===== config.mk =====
export PLATFORM = sky130hd
export DESIGN_NAME = tag_rx_hop_integrator_flat
export DESIGN_NICKNAME = d
export VERILOG_FILES = /design/src/rtl/tag_rx_hop_integrator_pkg.sv /design/src/rtl/tag_rx_hop_integrator_if.sv /design/src/rtl/tag_rx_hop_integrator_fifo.sv /design/src/rtl/tag_rx_hop_integrator.sv /design/src/flat_wrapper.sv
export SDC_FILE = /design/constraint.sdc
export NUM_CORES = 1
export LEC_CHECK = 0
export ABC_AREA = 1
export BUFFER_PORTS_ARGS = -buffer_cell sky130_fd_sc_hd__buf_2
export CAP_MARGIN = 20
export CORE_ASPECT_RATIO = 1.2
export CORE_MARGIN = 3
export CORE_UTILIZATION = 64
export CTS_BUF_LIST = sky130_fd_sc_hd__clkbuf_4
export DETAILED_ROUTE_END_ITERATION = 6
export PLACE_DENSITY_LB_ADDON = 0.2
export SKIP_LAST_GASP = 1
export SLEW_MARGIN = 10
export SYNTH_ARGS = -nofsm -noshare
export SYNTH_HDL_FRONTEND = slang
export SYNTH_SLANG_ARGS = --single-unit

===== constraint.sdc =====
create_clock -name clk -period 6.3 [get_ports clk]
set_clock_uncertainty 0.1 [all_clocks]
set_input_delay 0.315 -clock clk [delete_from_list [all_inputs] [get_ports clk]]
set_output_delay 0.315 -clock clk [all_outputs]
set_load 0.05 [all_outputs]

===== src/rtl/tag_rx_hop_integrator_pkg.sv =====
// Shared definitions for the hop integrator and the host readback decoder:
// state encoding, default widths and the record packing order {hop, count, sat, isum, qsum}.
package tag_rx_hop_integrator_pkg;

    localparam int DEF_DATA_WIDTH = 16;
    localparam int DEF_CNT_WIDTH  = 16;
    localparam int DEF_HOP_WIDTH  = 7;
    localparam int DEF_FIFO_DEPTH = 4;

    typedef enum logic {
        STATE_IDLE  = 1'b0,
        STATE_ACCUM = 1'b1
    } state_t;

    // Packed record is {hop, count, sat, isum, qsum}, qsum in the LSBs.
    function automatic int rec_width(input int hop_w, input int cnt_w, input int acc_w);
        return hop_w + cnt_w + 1 + 2 * acc_w;
    endfunction

endpackage


===== src/rtl/tag_rx_hop_integrator_if.sv =====
// Sample input and record output stream of the hop integrator.
// slave = integrator side, master = RX controller / host side.
interface tag_rx_hop_integrator_if
    import tag_rx_hop_integrator_pkg::*;
#(
    parameter int DATA_WIDTH = DEF_DATA_WIDTH,
    parameter int CNT_WIDTH  = DEF_CNT_WIDTH,
    parameter int HOP_WIDTH  = DEF_HOP_WIDTH,
    parameter int ACC_WIDTH  = DATA_WIDTH + CNT_WIDTH
) ();

    logic                         rx_valid;
    logic signed [DATA_WIDTH-1:0] irx_in;
    logic signed [DATA_WIDTH-1:0] qrx_in;
    logic                         hop_clk;
    logic                         hop_rst;
    logic [HOP_WIDTH-1:0]         nhop;

    logic                         o_tvalid;
    logic                         o_tready;
    logic [HOP_WIDTH-1:0]         o_hop;
    logic [CNT_WIDTH-1:0]         o_count;
    logic signed [ACC_WIDTH-1:0]  o_isum;
    logic signed [ACC_WIDTH-1:0]  o_qsum;
    logic                         o_sat;

    modport master (
        output rx_valid, irx_in, qrx_in, hop_clk, hop_rst, nhop, o_tready,
        input  o_tvalid, o_hop, o_count, o_isum, o_qsum, o_sat
    );

    modport slave (
        input  rx_valid, irx_in, qrx_in, hop_clk, hop_rst, nhop, o_tready,
        output o_tvalid, o_hop, o_count, o_isum, o_qsum, o_sat
    );

endinterface


===== src/rtl/tag_rx_hop_integrator_fifo.sv =====
// Synchronous record FIFO with a registered first-word-fall-through output.
// Capacity is DEPTH records in total, including the word presented on rd_data.
module tag_rec_fifo #(
    parameter int WIDTH = 8,
    parameter int DEPTH = 4
) (
    input  logic             clk,
    input  logic             reset,
    input  logic             wr_en,
    input  logic [WIDTH-1:0] wr_data,
    input  logic             rd_ready,
    output logic [WIDTH-1:0] rd_data,
    output logic             full,
    output logic             empty
);

    localparam int PTR_W = (DEPTH > 1) ? $clog2(DEPTH) : 1;
    localparam int CNT_W = $clog2(DEPTH + 1);

    logic [WIDTH-1:0] mem [DEPTH];
    logic [PTR_W-1:0] wr_ptr, rd_ptr, rd_ptr_next;
    logic [CNT_W-1:0] used, used_next;
    logic [WIDTH-1:0] head_next;
    logic             push, pop;

    assign full = (used == CNT_W'(DEPTH));
    assign pop  = ~empty & rd_ready;
    assign push = wr_en & (~full | pop);

    // The next head comes straight from wr_data when the word being written is the one
    // about to be presented, so a push into an empty FIFO is visible the next cycle.
    always_comb begin
        rd_ptr_next = pop ? rd_ptr + 1'b1 : rd_ptr;
        used_next   = used + CNT_W'(push) - CNT_W'(pop);
        head_next   = (push && (rd_ptr_next == wr_ptr)) ? wr_data : mem[rd_ptr_next];
    end

    always_ff @(posedge clk) begin
        if (push) begin
            mem[wr_ptr] <= wr_data;
        end
    end

    always_ff @(posedge clk) begin
        if (reset) begin
            wr_ptr  <= '0;
            rd_ptr  <= '0;
            used    <= '0;
            empty   <= 1'b1;
            rd_data <= '0;
        end else begin
            if (push) begin
                wr_ptr <= wr_ptr + 1'b1;
            end
            rd_ptr <= rd_ptr_next;
            used   <= used_next;
            empty  <= (used_next == '0);
            if (used_next != '0) begin
                rd_data <= head_next;
            end
        end
    end

endmodule


===== src/rtl/tag_rx_hop_integrator.sv =====
// Integrates I/Q samples over each frequency hop and queues one
// {hop, count, sat, isum, qsum} record per completed hop toward the host.
module tag_rx_hop_integrator
    import tag_rx_hop_integrator_pkg::*;
#(
    parameter int DATA_WIDTH = DEF_DATA_WIDTH,
    parameter int CNT_WIDTH  = DEF_CNT_WIDTH,
    parameter int HOP_WIDTH  = DEF_HOP_WIDTH,
    parameter int ACC_WIDTH  = DATA_WIDTH + CNT_WIDTH,
    parameter int FIFO_DEPTH = DEF_FIFO_DEPTH
) (
    input  logic                    clk,
    input  logic                    reset,
    tag_rx_hop_integrator_if.slave  bus,
    output logic                    overflow,
    output logic                    state
);

    localparam int REC_WIDTH = rec_width(HOP_WIDTH, CNT_WIDTH, ACC_WIDTH);
    localparam logic [CNT_WIDTH-1:0] CNT_MAX = '1;

    state_t                      state_q, state_d;
    logic                        hop_clk_q, hop_edge;
    logic [HOP_WIDTH-1:0]        hop_q, hop_d;
    logic [CNT_WIDTH-1:0]        cnt_q, cnt_d;
    logic signed [ACC_WIDTH-1:0] isum_q, isum_d, qsum_q, qsum_d;
    logic signed [ACC_WIDTH-1:0] irx_ext, qrx_ext;
    logic                        sat_q, sat_d;
    logic                        overflow_q;
    logic                        push;
    logic                        fifo_full, fifo_empty;
    logic [REC_WIDTH-1:0]        rec_in, rec_out;

    assign hop_edge = bus.hop_clk & ~hop_clk_q;
    assign irx_ext  = {{(ACC_WIDTH-DATA_WIDTH){bus.irx_in[DATA_WIDTH-1]}}, bus.irx_in};
    assign qrx_ext  = {{(ACC_WIDTH-DATA_WIDTH){bus.qrx_in[DATA_WIDTH-1]}}, bus.qrx_in};

    // hop_rst outranks a coincident edge; a sample on an edge cycle opens the new hop.
    always_comb begin
        state_d = state_q;
        hop_d   = hop_q;
        cnt_d   = cnt_q;
        isum_d  = isum_q;
        qsum_d  = qsum_q;
        sat_d   = sat_q;
        push    = 1'b0;
        if (bus.hop_rst) begin
            state_d = STATE_IDLE;
            cnt_d   = '0;
            isum_d  = '0;
            qsum_d  = '0;
            sat_d   = 1'b0;
        end else begin
            case (state_q)
                STATE_IDLE: begin
                    if (hop_edge) begin
                        state_d = STATE_ACCUM;
                        hop_d   = bus.nhop;
                        cnt_d   = '0;
                        isum_d  = '0;
                        qsum_d  = '0;
                        sat_d   = 1'b0;
                    end
                end
                STATE_ACCUM: begin
                    if (hop_edge) begin
                        push   = 1'b1;
                        hop_d  = bus.nhop;
                        cnt_d  = {{(CNT_WIDTH-1){1'b0}}, bus.rx_valid};
                        isum_d = bus.rx_valid ? irx_ext : '0;
                        qsum_d = bus.rx_valid ? qrx_ext : '0;
                        sat_d  = 1'b0;
                    end else if (bus.rx_valid) begin
                        if (cnt_q != CNT_MAX) begin
                            cnt_d  = cnt_q + 1'b1;
                            isum_d = isum_q + irx_ext;
                            qsum_d = qsum_q + qrx_ext;
                        end else begin
                            sat_d = 1'b1;
                        end
                    end
                end
                default: state_d = STATE_IDLE;
            endcase
        end
    end

    always_ff @(posedge clk) begin
        if (reset) begin
            state_q    <= STATE_IDLE;
            hop_clk_q  <= 1'b0;
            hop_q      <= '0;
            cnt_q      <= '0;
            isum_q     <= '0;
            qsum_q     <= '0;
            sat_q      <= 1'b0;
            overflow_q <= 1'b0;
        end else begin
            state_q    <= state_d;
            hop_clk_q  <= bus.hop_clk;
            hop_q      <= hop_d;
            cnt_q      <= cnt_d;
            isum_q     <= isum_d;
            qsum_q     <= qsum_d;
            sat_q      <= sat_d;
            overflow_q <= overflow_q | (push & fifo_full & ~(~fifo_empty & bus.o_tready));
        end
    end

    assign rec_in = {hop_q, cnt_q, sat_q, isum_q, qsum_q};

    tag_rec_fifo #(
        .WIDTH (REC_WIDTH),
        .DEPTH (FIFO_DEPTH)
    ) u_fifo (
        .clk      (clk),
        .reset    (reset),
        .wr_en    (push),
        .wr_data  (rec_in),
        .rd_ready (bus.o_tready),
        .rd_data  (rec_out),
        .full     (fifo_full),
        .empty    (fifo_empty)
    );

    assign bus.o_tvalid = ~fifo_empty;
    assign bus.o_qsum   = rec_out[ACC_WIDTH-1:0];
    assign bus.o_isum   = rec_out[2*ACC_WIDTH-1:ACC_WIDTH];
    assign bus.o_sat    = rec_out[2*ACC_WIDTH];
    assign bus.o_count  = rec_out[2*ACC_WIDTH+CNT_WIDTH:2*ACC_WIDTH+1];
    assign bus.o_hop    = rec_out[REC_WIDTH-1:REC_WIDTH-HOP_WIDTH];

    assign overflow = overflow_q;
    assign state    = state_q;

endmodule


===== src/flat_wrapper.sv =====
// flat-port wrapper written by rule: the top's interface ports become plain ports
module tag_rx_hop_integrator_flat import tag_rx_hop_integrator_pkg::*;
#(
    parameter int DATA_WIDTH = DEF_DATA_WIDTH,
    parameter int CNT_WIDTH  = DEF_CNT_WIDTH,
    parameter int HOP_WIDTH  = DEF_HOP_WIDTH,
    parameter int ACC_WIDTH  = DATA_WIDTH + CNT_WIDTH,
    parameter int FIFO_DEPTH = DEF_FIFO_DEPTH
)
  (clk, reset, overflow, state, bus_rx_valid, bus_irx_in, bus_qrx_in, bus_hop_clk, bus_hop_rst, bus_nhop, bus_o_tready, bus_o_tvalid, bus_o_hop, bus_o_count, bus_o_isum, bus_o_qsum, bus_o_sat);
  tag_rx_hop_integrator_if #(.DATA_WIDTH(DATA_WIDTH), .CNT_WIDTH(CNT_WIDTH), .HOP_WIDTH(HOP_WIDTH), .ACC_WIDTH(ACC_WIDTH)) bus_i ();
  input  logic clk;
  input  logic reset;
  output logic overflow;
  output logic state;
  input wire logic [$bits(bus_i.rx_valid)-1:0] bus_rx_valid;
  input wire logic [$bits(bus_i.irx_in)-1:0] bus_irx_in;
  input wire logic [$bits(bus_i.qrx_in)-1:0] bus_qrx_in;
  input wire logic [$bits(bus_i.hop_clk)-1:0] bus_hop_clk;
  input wire logic [$bits(bus_i.hop_rst)-1:0] bus_hop_rst;
  input wire logic [$bits(bus_i.nhop)-1:0] bus_nhop;
  input wire logic [$bits(bus_i.o_tready)-1:0] bus_o_tready;
  output wire logic [$bits(bus_i.o_tvalid)-1:0] bus_o_tvalid;
  output wire logic [$bits(bus_i.o_hop)-1:0] bus_o_hop;
  output wire logic [$bits(bus_i.o_count)-1:0] bus_o_count;
  output wire logic [$bits(bus_i.o_isum)-1:0] bus_o_isum;
  output wire logic [$bits(bus_i.o_qsum)-1:0] bus_o_qsum;
  output wire logic [$bits(bus_i.o_sat)-1:0] bus_o_sat;
  assign bus_i.rx_valid = bus_rx_valid;
  assign bus_i.irx_in = bus_irx_in;
  assign bus_i.qrx_in = bus_qrx_in;
  assign bus_i.hop_clk = bus_hop_clk;
  assign bus_i.hop_rst = bus_hop_rst;
  assign bus_i.nhop = bus_nhop;
  assign bus_i.o_tready = bus_o_tready;
  assign bus_o_tvalid = bus_i.o_tvalid;
  assign bus_o_hop = bus_i.o_hop;
  assign bus_o_count = bus_i.o_count;
  assign bus_o_isum = bus_i.o_isum;
  assign bus_o_qsum = bus_i.o_qsum;
  assign bus_o_sat = bus_i.o_sat;
  tag_rx_hop_integrator #(.DATA_WIDTH(DATA_WIDTH), .CNT_WIDTH(CNT_WIDTH), .HOP_WIDTH(HOP_WIDTH), .ACC_WIDTH(ACC_WIDTH), .FIFO_DEPTH(FIFO_DEPTH)) u_core (.clk(clk), .reset(reset), .bus(bus_i), .overflow(overflow), .state(state));
endmodule

======== Yosys cells after proc, flatten, opt, wreduce, memory -nomap -nowiden ========
Memories as Yosys holds them, arrays and structs flattened. A register that Yosys moved wholly into a read port is not among the register bits.
Index checks and enable logic that the tools add are counted.
operators by class
  $add $sub $neg .......................... 7
  equal/unequal tests ..................... 6
  mux-type cells .......................... 29
  bitwise operators ....................... 13
  reduce and logical (&&, ||, !) cells .... 6
operator list
  kind                     count
  $mux W32                 9
  $pmux W32 S2             2
  $add A32 B16 Y32         2
  $mux W16                 4
  $pmux W16 S2             1
  $add A16 B1 Y16 const B  1
  $ne A16 B16 Y1 const B   1
  $mux W1                  10
  $ne A3 B3 Y1 const B     3
  $mux W7                  1
  $not A1 Y1               6
  $reduce_and A3 Y1        2
  $and A1 B1 Y1            5
  $add A2 B1 Y2 const B    2
  $add A3 B1 Y3            1
  $eq A3 B3 Y1 const B     1
  $logic_not A3 Y1         1
  $reduce_bool A3 Y1       1
  $sub A3 B1 Y3            1
  $mux W2                  1
  $ne A2 B1 Y1 const B     1
  $or A1 B1 Y1             2
  $pmux W1 S2              1
  $reduce_and A2 Y1        1
  $reduce_or A2 Y1         1
storage, ports and cells
  flip-flop bits (word level) ............. 99
  RAM bits ................................ 352
  input bits .............................. 45
  output and inout bits ................... 91
  logic and storage cells ................. 74
  memories kept ........................... 1
memory list
  name               words  width  read ports  clocked after Yosys merged registers in  write ports  line                              source
  u_core.u_fifo.mem  4      88     1           1                                        1            tag_rx_hop_integrator_fifo.sv:20  logic [WIDTH-1:0] mem [DEPTH];

======== Depth between registers and ports, before layout ========
Gate-level depths: netlist (run 1).
  depth in word-level cells ............... 9
  mapped depth ............................ 20
  mapped depth without buffers ............ 17

======== By module ========
A second synthesis (run 1) with hierarchy kept.
second synthesis, totals
  cell total of the unflattened synthesis .. 3355
  area, all modules ....................... 27131.0 µm²
modules (own cells, without submodules)
  module                 instances  cells an instance  area an instance (µm²)  seq. area each (µm²)
  tag_rec_fifo           1          1785               18338.8                 12492.0
  tag_rx_hop_integrator  1          1570               8792.2                  1821.7

======== Worst setup path before layout (run 1) ========
OpenSTA, ideal clock, no wires.
  kind .................................... reg-to-reg
  start ................................... register u_core.state_q (netlist: u_core.state)
  end ..................................... memory u_core.u_fifo.mem[0][0] (netlist bit), enable pin
  library setup time ...................... 0.535 ns
  arrival ................................. 4.871 ns
  required time ........................... 5.665 ns
  setup slack ............................. 0.793 ns
  stages on the path, launching flop included .. 5
  buffers on the path ..................... 0
  period minus slack after synthesis ...... 5.507 ns
  path through ............................ dfxtp_1 -> inv_1 -> nor2_4 -> nand2_2 -> nor2_1
between the ends
  word-level cells in the longest chain between the ends .. 5
RTL lines
  item                           line                              source
  start: declaration             tag_rx_hop_integrator.sv:22       state_t state_q, state_d;
  start signal: assignment       tag_rx_hop_integrator.sv:99       state_q <= state_d;
  $mux W1                        tag_rx_hop_integrator.sv:54       case (state_q)
  $mux W1                        tag_rx_hop_integrator.sv:47       if (bus.hop_rst) begin
  $and A1 B1 Y1                  tag_rx_hop_integrator_fifo.sv:28  assign push = wr_en & (~full | pop);
  $mux W1                        tag_rx_hop_integrator_fifo.sv:39  if (push) begin
  $mux W1 (not written as such)  tag_rx_hop_integrator_fifo.sv:40  mem[wr_ptr] <= wr_data;
  end: declaration               tag_rx_hop_integrator_fifo.sv:20
No other way between the ends.

======== Worst setup path in the final report (run 1) ========
  start ................................... register u_core.hop_clk_q
  end ..................................... register u_core.u_fifo.rd_data[45], read port of u_core.u_fifo.mem
between the ends
  word-level cells in the longest chain between the ends .. 9
RTL lines
  item                      line                              source
  start: declaration        tag_rx_hop_integrator.sv:23       logic hop_clk_q, hop_edge;
  start signal: assignment  tag_rx_hop_integrator.sv:100      hop_clk_q <= bus.hop_clk;
  $not A1 Y1                tag_rx_hop_integrator.sv:34       assign hop_edge = bus.hop_clk & ~hop_clk_q;
  $and A1 B1 Y1             tag_rx_hop_integrator.sv:34
  $mux W1                   tag_rx_hop_integrator.sv:66       if (hop_edge) begin
  $mux W1                   tag_rx_hop_integrator.sv:54
  $mux W1                   tag_rx_hop_integrator.sv:47
  $and A1 B1 Y1             tag_rx_hop_integrator_fifo.sv:28
  $add A3 B1 Y3             tag_rx_hop_integrator_fifo.sv:34  used_next = used + CNT_W'(push) - CNT_W'(pop);
  $sub A3 B1 Y3             tag_rx_hop_integrator_fifo.sv:34
  $reduce_bool A3 Y1        tag_rx_hop_integrator_fifo.sv:58  if (used_next != '0) begin
  end: declaration          tag_rx_hop_integrator_fifo.sv:12  output logic [WIDTH-1:0] rd_data,
No other way between the ends.
A chain may end at the register's enable or synchronous reset.

==> out/metrics.cfg, run 1 <==
[floorplan]
core_sq_um=40200
initial_utilization=0.656
core.rowCount=80
pin_count=136
dieArea_sq_um=43700
die_h_um=229
die_w_um=191

[logic_synthesis]
synth_xor_area_frac=0.00725
ys_types=37
ys_ff_latch=539
synth_top_family_by_area=simple AND/OR/NAND/NOR gates
synthArstFlopShare=0
synth_ff_type=edfxtp_1
ys_seq_area_frac=0.542
synth-edff-count=352
netlist_area_sq_um=26400
synth_compound_area_frac=0.0982
avgSynthCellArea_sq_um=8.16
synth-simple-area-share=0.238
synthAdderAreaFrac=0.0350
syn_nets=3354
synthMuxAreaShare=0.000379
synth_warnings=0
synthCells=3237

[run]
cap_violations=0

[sta]
min_period_ns=4.91
setup_ws_ns=1.39
slew_viol_final=0
grt_setup_unrepaired=no
slew_headroom=0.261
tns_ns=0
final_hold_viol_count=0
worstMarginPinSlew_ns=1.11
period_share=0.780
hold_ws_ns=0.148
fmax_mhz=203
setup_viol=0

[grt]
grt_max_degree=101
grtUsageTotal=0.314
grt_overflow=0
antenna_found_initial=2
grt_pass1_vias=21900
grt_pass1_wl_mm=109

[drt]
firstDrtPassIters=5
route.vias.total=22700
wl_per_cell_um=16.9
viasPerCell=5.55
drt_iter0_drc=1915
antenna_left=0
wl_mm=68.9
drc=0

[place]
place_congestion=0.962
placed_area_sq_um=27400
dp_cells=3802
place_hpwl_mm=43.2
port_buffers=135
pre_cts_ws_ns=1.43

[finish]
drive_gt1_frac=0.119
stdcell_area_sq_um=29600
layout_common_cells=1123 x nand2_1, 400 x inv_1, 352 x edfxtp_1
final_common_cell=nand2_1
syn_to_final_growth_pct=12.3
post-route-util=0.737
fillers=3088
layoutNonFillerInstCount=4088
fin_nets=3564

[setup_path]
slowest_delay_ns=0.71
cp.required_ns=6.96
crit_slowest_cell=inv_2
worstPathCellList=nor2_4 -> inv_2 -> or2_1 -> nor2_4 -> nand2_2 -> ha_1 -> inv_1 -> ha_1 -> fa_1 -> xor2_1 -> inv_1 -> nand4_1 -> buf_4 -> nand2_1 -> inv_2 -> buf_12 -> nand2_1 -> o22ai_1
cp_max_fo=46
cp.buffers_inverters=6
crit_path_end_kind=flip-flop
critical_path_class=flip-flop to flip-flop
cp.arrival_ns=5.57
critical_path.top_delay_family=simple AND/OR/NAND/NOR gates
crit_path_start_kind=flip-flop

[cts]
cts_tree=yes
cts_root_buffer=clkbuf_4
clk_latency_ns=0.86
path_clk_slew_ns=0.07
cts-buffers-inserted=132
cts_max_path_buffers=3
h-tree-depth=4
clkSinkCount=539
cts_resized=0

[power]
leakage_nw=13.4
ir_drop_mv=0.344
power_mw=9.35
pwr_density_cell_nw_per_um2=315

[min_path]
worstHoldPathType=input pin to flip-flop

[status]
outcome=complete, no violations

==> path summary, 6_finish.rpt <==
| kind | startpoint | to | slack (ns) | cells after the start |
|---|---|---|---|---|
| max | u_core.hop_clk_q$_SDFF_PP0_ | u_core.u_fifo.rd_data[45]$_SDFFE_PP0N_ | 1.39 | 18 |
| min | bus_irx_in[15] | u_core.isum_q[31]$_SDFFE_PP0P_ | 0.15 | 6 |
| max reg2reg | u_core.hop_clk_q$_SDFF_PP0_ | u_core.u_fifo.rd_data[45]$_SDFFE_PP0N_ | 1.39 | 18 |
| min reg2reg | u_core.u_fifo.rd_data[72]$_SDFFE_PP0N_ | u_core.u_fifo.rd_data[72]$_SDFFE_PP0N_ | 0.36 | 2 |
==> tightest hold or removal path, stage by stage <==
cell	delay, ns
buf_2	0.25
xor2_1	0.22
nand3_1	0.08
nand3_1	0.07
nand2_1	0.06
a21oi_1	0.06
==> registers in the layout (all words and copies together) (netlist names) <==
signal / cells
u_core.cnt_q: 16
u_core.hop_clk_q: 1
u_core.hop_q: 7
u_core.isum_q: 32
u_core.overflow: 1
u_core.qsum_q: 32
u_core.sat_q: 1
u_core.state: 1
u_core.u_fifo.empty: 1
u_core.u_fifo.mem: 352
u_core.u_fifo.rd_data: 88
u_core.u_fifo.rd_ptr: 2
u_core.u_fifo.used: 3
u_core.u_fifo.wr_ptr: 2
==> where the power goes <==
group	leakage [nW]	total, mW	switching (mW)	internal (mW)
Sequential	4.84	4.15	0.192	3.96
Combinational	7.48	2.24	1.70	0.539
Clock	1.05	2.96	1.39	1.57
Total	13.4	9.35	3.29	6.06
==> timing repair <==
action	CTS	global route
buffers inserted	0	0
endpoints found under the hold margin	53	0
hold buffers	43	0
==> cell type report <==
type | count | area, sq um | share of cell area
Multi-Input combinational cell | 2164 | 10100 | 0.340
Clock buffer | 198 | 1490 | 0.0501
Timing Repair Buffer | 201 | 1310 | 0.0442
Tap cell | 533 | 667 | 0.0225
Sequential cell | 539 | 14300 | 0.483
Antenna cell | 2 | 5.00 | 0.000169
Clock inverter | 42 | 255 | 0.00861
Inverter | 409 | 1540 | 0.0519
==> layer usage <==
layer	GRT usage	share of wire	wire length [um]
met1	0.417	0.41	28000
met2	0.510	0.48	33000
met3	0.0532	0.083	5710
met4	0.135	0.032	2180
met5	0	0	0
==> synthesized netlist by cell type (all sizes together) (3+ instances only) <==
cell    instances  share of area
inv           406          0.058
xor2            8         0.0027
nor2          291          0.042
edfxtp        352           0.40
clkbuf         71          0.010
nand4          13         0.0031
or2            14         0.0033
o22ai          65          0.019
dfxtp         187           0.14
nand2        1127           0.16
buf            54          0.011
clkinv          3        0.00043
o21ai          66          0.013
nand3         141          0.027
fa              3         0.0023
xnor2          13         0.0046
ha             69          0.033
a21oi         311          0.059
nor3           15         0.0028
o21bai          6         0.0017
a21o            3        0.00085
o211ai         12         0.0034
==> cells by family (layout without fill, tap and decap cells) <==
| family | count (synthesis) | in the layout |
|---|---|---|
| other | 0 | 2 |
| and+or+nand+nor | 1601 | 1601 |
| DFF | 539 | 539 |
| adders and majority gates | 72 | 72 |
| AOI/OAI and AO/OA | 469 | 469 |
| buffers and inverters | 534 | 850 |
| muxes | 1 | 1 |
| xor gates and xnor gates | 21 | 21 |
(Power assumes the default switching activity.)
==> run 2, diff against run 1 <==
- ABC_AREA: 1 -> 0
- CORE_UTILIZATION: 64 -> 63
- clock period: 6.3 -> 4.9 ns (I/O delays scaled with it)
==> run 2 against run 1 <==
Final cell count shrank 35%. Hold slack improved by 0.068 ns. Sequential share of layout area is 3.7 points higher. Core utilization up 0.54 points. Worst setup slack worse by 0.92 ns. Non-clock buffer count grew 32. Die area fell by 8.3%. Global-route usage decreased by 4.1 points.
==> out/metrics.cfg, run 2 <==
[status]
outcome=complete, no violations

[setup_path]
crit_path_end_kind=flip-flop
endpoint=u_core.u_fifo.rd_data[45]$_SDFFE_PP0N_
crit_path_start=u_core.hop_clk_q$_SDFF_PP0_
r2r-end=u_core.u_fifo.rd_data[45]$_SDFFE_PP0N_
critical_path_class=flip-flop to flip-flop
cp.required_ns=5.51
cp_max_fo=92
reg2regPathDepth=17
reg2reg_slack_ns=0.47
timing.rr.start=u_core.hop_clk_q$_SDFF_PP0_
cp.arrival_ns=5.05
crit_path_start_kind=flip-flop

[power]
power_switching_mw=4.82
power_frac_comb=0.304
ir_drop_mv=0.537
power_mw=13.4
leakage_nw=10.5
switching_share=0.360
p_int_mw=8.57
p_seq_frac=0.405
p_clk_frac=0.291
pwr_density_cell_nw_per_um2=487

[drt]
route.vias.total=16100
drc=0
wl_per_cell_um=20.3
firstDrtPassIters=5
wl_mm=53.7
antenna_left=0
drt_iter0_drc=1298
viasPerCell=6.09

[logic_synthesis]
synth-edff-count=352
synth_common_cells=352 x edfxtp_1, 187 x dfxtp_1, 171 x nor2_1, 133 x a21oi_1
synth_top_area_share=0.444
ys_ff_latch=539
ys_seq_area_frac=0.602
synth_ff_type=edfxtp_1
ys_types=73
avgSynthCellArea_sq_um=13.2
synth_most_common_cell=edfxtp_1
synthCells=1801
yosysTopAreaCell=edfxtp_1
synth_warnings=0
netlist_area_sq_um=23800
synthArstFlopShare=0
ys_top_cells_by_area=edfxtp_1 44%, dfxtp_1 16%, mux4_2 8.3%, mux2i_1 3.8%, ha_1 3.6%
syn_nets=1918

[sta]
slew_headroom=0.340
hold_ws_ns=0.215
grt_setup_unrepaired=no
final_hold_viol_count=0
setup_viol=0
fmax_mhz=226
slew_viol_final=0
tns_ns=0
min_period_ns=4.43
worstMarginPinSlew_ns=0.990
period_share=0.904

[floorplan]
dieArea_sq_um=40100
core_sq_um=37100
core.rowCount=77
pin_count=136
die_h_um=219
die_w_um=183
initial_utilization=0.641

[min_path]
worstHoldPathType=input pin to flip-flop
worstHoldStart=bus_qrx_in[1]

[finish]
stdcell_area_sq_um=27500
regMostFlops=u_core.u_fifo.mem
seqCellArea_sq_um=14300
fillers=2489
top_regs=u_core.u_fifo.mem x352, u_core.u_fifo.rd_data x88
drive_gt1_frac=0.227
fin_nets=2184
final_common_cell=edfxtp_1
syn_to_final_growth_pct=15.7
largest_reg_flops=352
layout_common_cells=352 x edfxtp_1, 202 x clkbuf_4, 187 x dfxtp_1
multi_input_area_sq_um=9030
post-route-util=0.742

[cts]
h-tree-depth=4
cts_tree=yes
clk_latency_ns=0.83
cts-buffers-inserted=131
cts_root_buffer=clkbuf_4
clkSinkCount=539
cts_max_path_buffers=3
path_clk_slew_ns=0.08
cts_resized=0

[grt]
gr-usage-met1=0.349
grtUsageTotal=0.272
met3_usage=0.0471
grt_overflow=0
antenna_found_initial=2
grt_pass1_vias=16600
grt_max_degree=93
grt_pass1_wl_mm=85.8
top_usage_layer=met2
met2_usage=0.463

[place]
placed_area_sq_um=25000
place_hpwl_mm=31.5
place_congestion=0.858
port_buffers=135

[run]
cap_violations=0

-- run 2: cell types whose count changed in the layout (fill, tap and decap cells not counted), sizes merged, moves of 23 or more --
cell,previous run,this run
inv,412,31
o22ai,65,1
a211oi,2,107
nand3,141,23
nand2,1127,106
mux2i,1,90
xnor2,13,36
a21oi,311,135
mux4,0,88
nor2,291,172
dlygate4sd3,43,75
-- run 2: per-stage QoR --
step | setup WS [ns] | std cells
after floorplan | 0.837 | 1801
after global placement | 0.826 | 2333
after detailed placement | 0.517 | 2333
after CTS | 0.494 | 2651
after global routing | 0.168 | 2652
final | 0.468 | 2652
-- run 2: kinds of logic (layout without fill, tap and decap cells) --
logic type      count (synthesis)  in the layout  share of synthesized area
flops                         539            539                      0.602
fa+ha+maj                      72             72                     0.0388
compound gates                427            427                      0.118
other cells                     0              1                          0
simple gates                  394            394                     0.0732
buf+inv                       124            500                     0.0215
xor+xnor                       65             65                     0.0243
mux                           180            180                      0.122
-- run 2: metal layers --
metal	vias up	share of wire
li1	7537	-
met1	7951	0.41
met2	546	0.51
met3	103	0.053
met4	2	0.025
met5	-	0.00013
-- run 2: how the worst min path moves through the flow --
stage | endpoint | cells past startpoint
after detailed placement | u_core.u_fifo.rd_data[84]$_SDFFE_PP0N_ | 2
after CTS | u_core.qsum_q[1]$_SDFFE_PP0P_ | 4
after floorplan | u_core.hop_clk_q$_SDFF_PP0_ | 1
after global routing | u_core.hop_clk_q$_SDFF_PP0_ | 3
after global placement | u_core.u_fifo.mem[3][31]$_DFFE_PP_ | 0
final | u_core.qsum_q[1]$_SDFFE_PP0P_ | 4
-- run 2: layout make-up --
class                           instances  area share
Antenna cell                            1   0.0000909
Clock buffer                          202      0.0551
Sequential cell                       539       0.520
Inverter                               24     0.00327
Multi-Input combinational cell       1138       0.328
Clock inverter                         41      0.0105
Timing Repair Buffer                  233      0.0614
Tap cell                              474      0.0215
-- run 2: critical path, stage by stage (launching register included) --
cell,delay [ns]
dfxtp_1,0.33
nand2b_1,0.19
nor2_1,0.11
buf_4,0.18
nand2_1,0.06
a21oi_1,0.12
buf_4,0.18
inv_1,0.06
ha_1,0.27
inv_1,0.04
ha_1,0.19
fa_1,0.43
xnor2_1,0.26
xnor2_1,0.18
or3_4,0.81
buf_12,0.42
nor2_1,0.09
a211oi_1,0.26
-- run 2: what timing repair did --
| action | in CTS | in global routing |
|---|---|---|
| buffers inserted | 0 | 0 |
| hold buffers | 75 | 0 |
| hold endpoints to repair | 84 | 0 |
-- run 2: power groups by stage --
stage	Clock (mW)	Combinational [mW]	Sequential, mW
after detailed placement	0	4.04	5.52
after global routing	4.23	4.37	5.46
final	3.90	4.07	5.43
after floorplan	0	1.93	6.72
after CTS	3.97	4.09	5.42
after global placement	0	3.94	5.50
==> run 3, diff against run 2 <==
- CELL_PAD_IN_SITES_DETAIL_PLACEMENT: default -> 1
- CELL_PAD_IN_SITES_GLOBAL_PLACEMENT: default -> 2
- CORE_UTILIZATION: 63 -> 45
==> run 3 against run 2 <==
Combinational power up 2%. Non-clock buffer count up 48. Clock power down 1%. Core utilization down 20 points. Design area up 2.6%. Die area up 39%. Final cell count up 11%. Critical endpoint is now u_core.isum_q[12]$_SDFFE_PP0P_. Hold slack worse by 0.048 ns. Critical path type unchanged. Largest power group unchanged.
==> out/metrics.cfg, run 3 (same netlist as run 2, synthesis figures left out) <==
[floorplan]
core.rowCount=91
die_w_um=216
core_sq_um=51800
pin_count=136
initial_utilization=0.459
die_h_um=258
dieArea_sq_um=55700

[drt]
wl_mm=63.1
drt_iter0_drc=876
wl_per_cell_um=21.5
drc=0
antenna_left=0
firstDrtPassIters=5
route.vias.total=16300
viasPerCell=5.56

[place]
place_hpwl_mm=37.4
placed_area_sq_um=25200
port_buffers=135
place_congestion=0.833
dp_cells=2555

[finish]
syn_to_final_growth_pct=18.8
final_common_cell=edfxtp_1
regMostFlops=u_core.u_fifo.mem
fin_nets=2240
layout_common_cells=352 x edfxtp_1, 215 x clkbuf_4, 187 x dfxtp_1
post-route-util=0.545
layoutNonFillerInstCount=2933
largest_reg_flops=352
drive_gt1_frac=0.228
top_regs=u_core.u_fifo.mem x352, u_core.u_fifo.rd_data x88
stdcell_area_sq_um=28300

[grt]
gr-usage-met1=0.286
grt_pass1_vias=18000
grt_max_degree=178
top_usage_layer=met2
met2_usage=0.398
grt_overflow=0
grtUsageTotal=0.230
met3_usage=0.0490
antenna_found_initial=3
grt_pass1_wl_mm=100

[cts]
path_clk_slew_ns=0.07
cts-buffers-inserted=139
clkSinkCount=539
cts_tree=yes
cts_root_buffer=clkbuf_4
h-tree-depth=4
clk_latency_ns=0.95
cts_max_path_buffers=3
postCtsSetupBuffers=0

[sta]
worstMarginPinSlew_ns=1.13
tns_ns=0
fmax_mhz=227
final_hold_viol_count=0
grt_setup_unrepaired=no
period_share=0.901
slew_viol_final=0
slew_headroom=0.244
setup_viol=0
min_period_ns=4.41
hold_ws_ns=0.167

[power]
pwr_density_cell_nw_per_um2=476
p_seq_frac=0.405
switching_share=0.372
p_int_mw=8.44
p_clk_frac=0.287
power_frac_comb=0.308
power_switching_mw=5.00
ir_drop_mv=1.70
leakage_nw=10.7

[setup_path]
crit_path_start_kind=flip-flop
cp_max_fo=27
critical_path_class=flip-flop to flip-flop
cp.required_ns=5.67
cp.arrival_ns=5.18
crit_path_end_kind=flip-flop

[min_path]
worstHoldPathType=input pin to flip-flop

[run]
cap_violations=0

[status]
outcome=complete, no violations

-- run 3: what timing repair did --
action,CTS,global route
endpoints found under the hold margin,111,0
hold buffers,124,0
gates resized for setup,0,1
endpoints found under the setup margin,0,1
-- run 3: final cells by class --
cell class	count	area (sq um)
Tap cell	697	872
Fill cell	5250	23600
Timing Repair Buffer	281	2170
Sequential cell	539	14300
Clock buffer	215	1610
Antenna cell	2	5.00
Inverter	24	90.1
Clock inverter	37	151
Multi-Input combinational cell	1138	9030
-- run 3: layer usage --
metal | vias up | wire [um] | share of wire
met2 | 339 | 32000 | 0.51
met3 | 94 | 2490 | 0.039
met1 | 8246 | 27200 | 0.43
li1 | 7624 | - | -
met4 | 2 | 1400 | 0.022
met5 | - | 13 | 0.00021
-- run 3: worst paths after layout --
path	from	endpoint	slack, ns	cells after the start
worst max-delay path	u_core.cnt_q[8]$_SDFFE_PP0P_	u_core.isum_q[12]$_SDFFE_PP0P_	0.49	11
worst min-delay path	bus_qrx_in[6]	u_core.qsum_q[6]$_SDFFE_PP0P_	0.17	6
worst min register to register	u_core.overflow$_SDFF_PP0_	u_core.overflow$_SDFF_PP0_	0.38	2
worst max register to register	u_core.cnt_q[8]$_SDFFE_PP0P_	u_core.isum_q[12]$_SDFFE_PP0P_	0.49	11
-- run 3: worst max-delay path: stages, from the launching register on --
cell and delay [ns]:
dfxtp_1 0.51, nand3_1 0.19, nor2_1 0.21, nand3_1 0.16, nor3_2 0.33, nand2b_2 0.39
and2_2 0.55, buf_4 0.44, a22oi_1 0.15, dlygate4sd3_1 0.63, a21oi_1 0.12, dlygate4sd3_1 0.55
-- run 3: power by group through the flow --
stage                     registers [mW]  logic (mW)  clock network [mW]
after floorplan                     6.72        1.93                   0
after global placement              5.52        4.01                   0
after detailed placement            5.54        4.13                   0
after CTS                           5.45        4.21                3.99
after global routing                5.49        4.50                4.23
final                               5.44        4.14                3.85
-- run 3: through the flow --
| stage | setup WS [ns] | power, mW |
|---|---|---|
| 2_1_floorplan | 0.837 | 8.64 |
| 3_3_place_gp | 1.28 | 9.54 |
| 3_5_place_dp | 1.01 | 9.67 |
| 4_1_cts | 0.239 | 13.6 |
| 5_1_grt | 0.208 | 14.2 |
| 6_report | 0.487 | 13.4 |
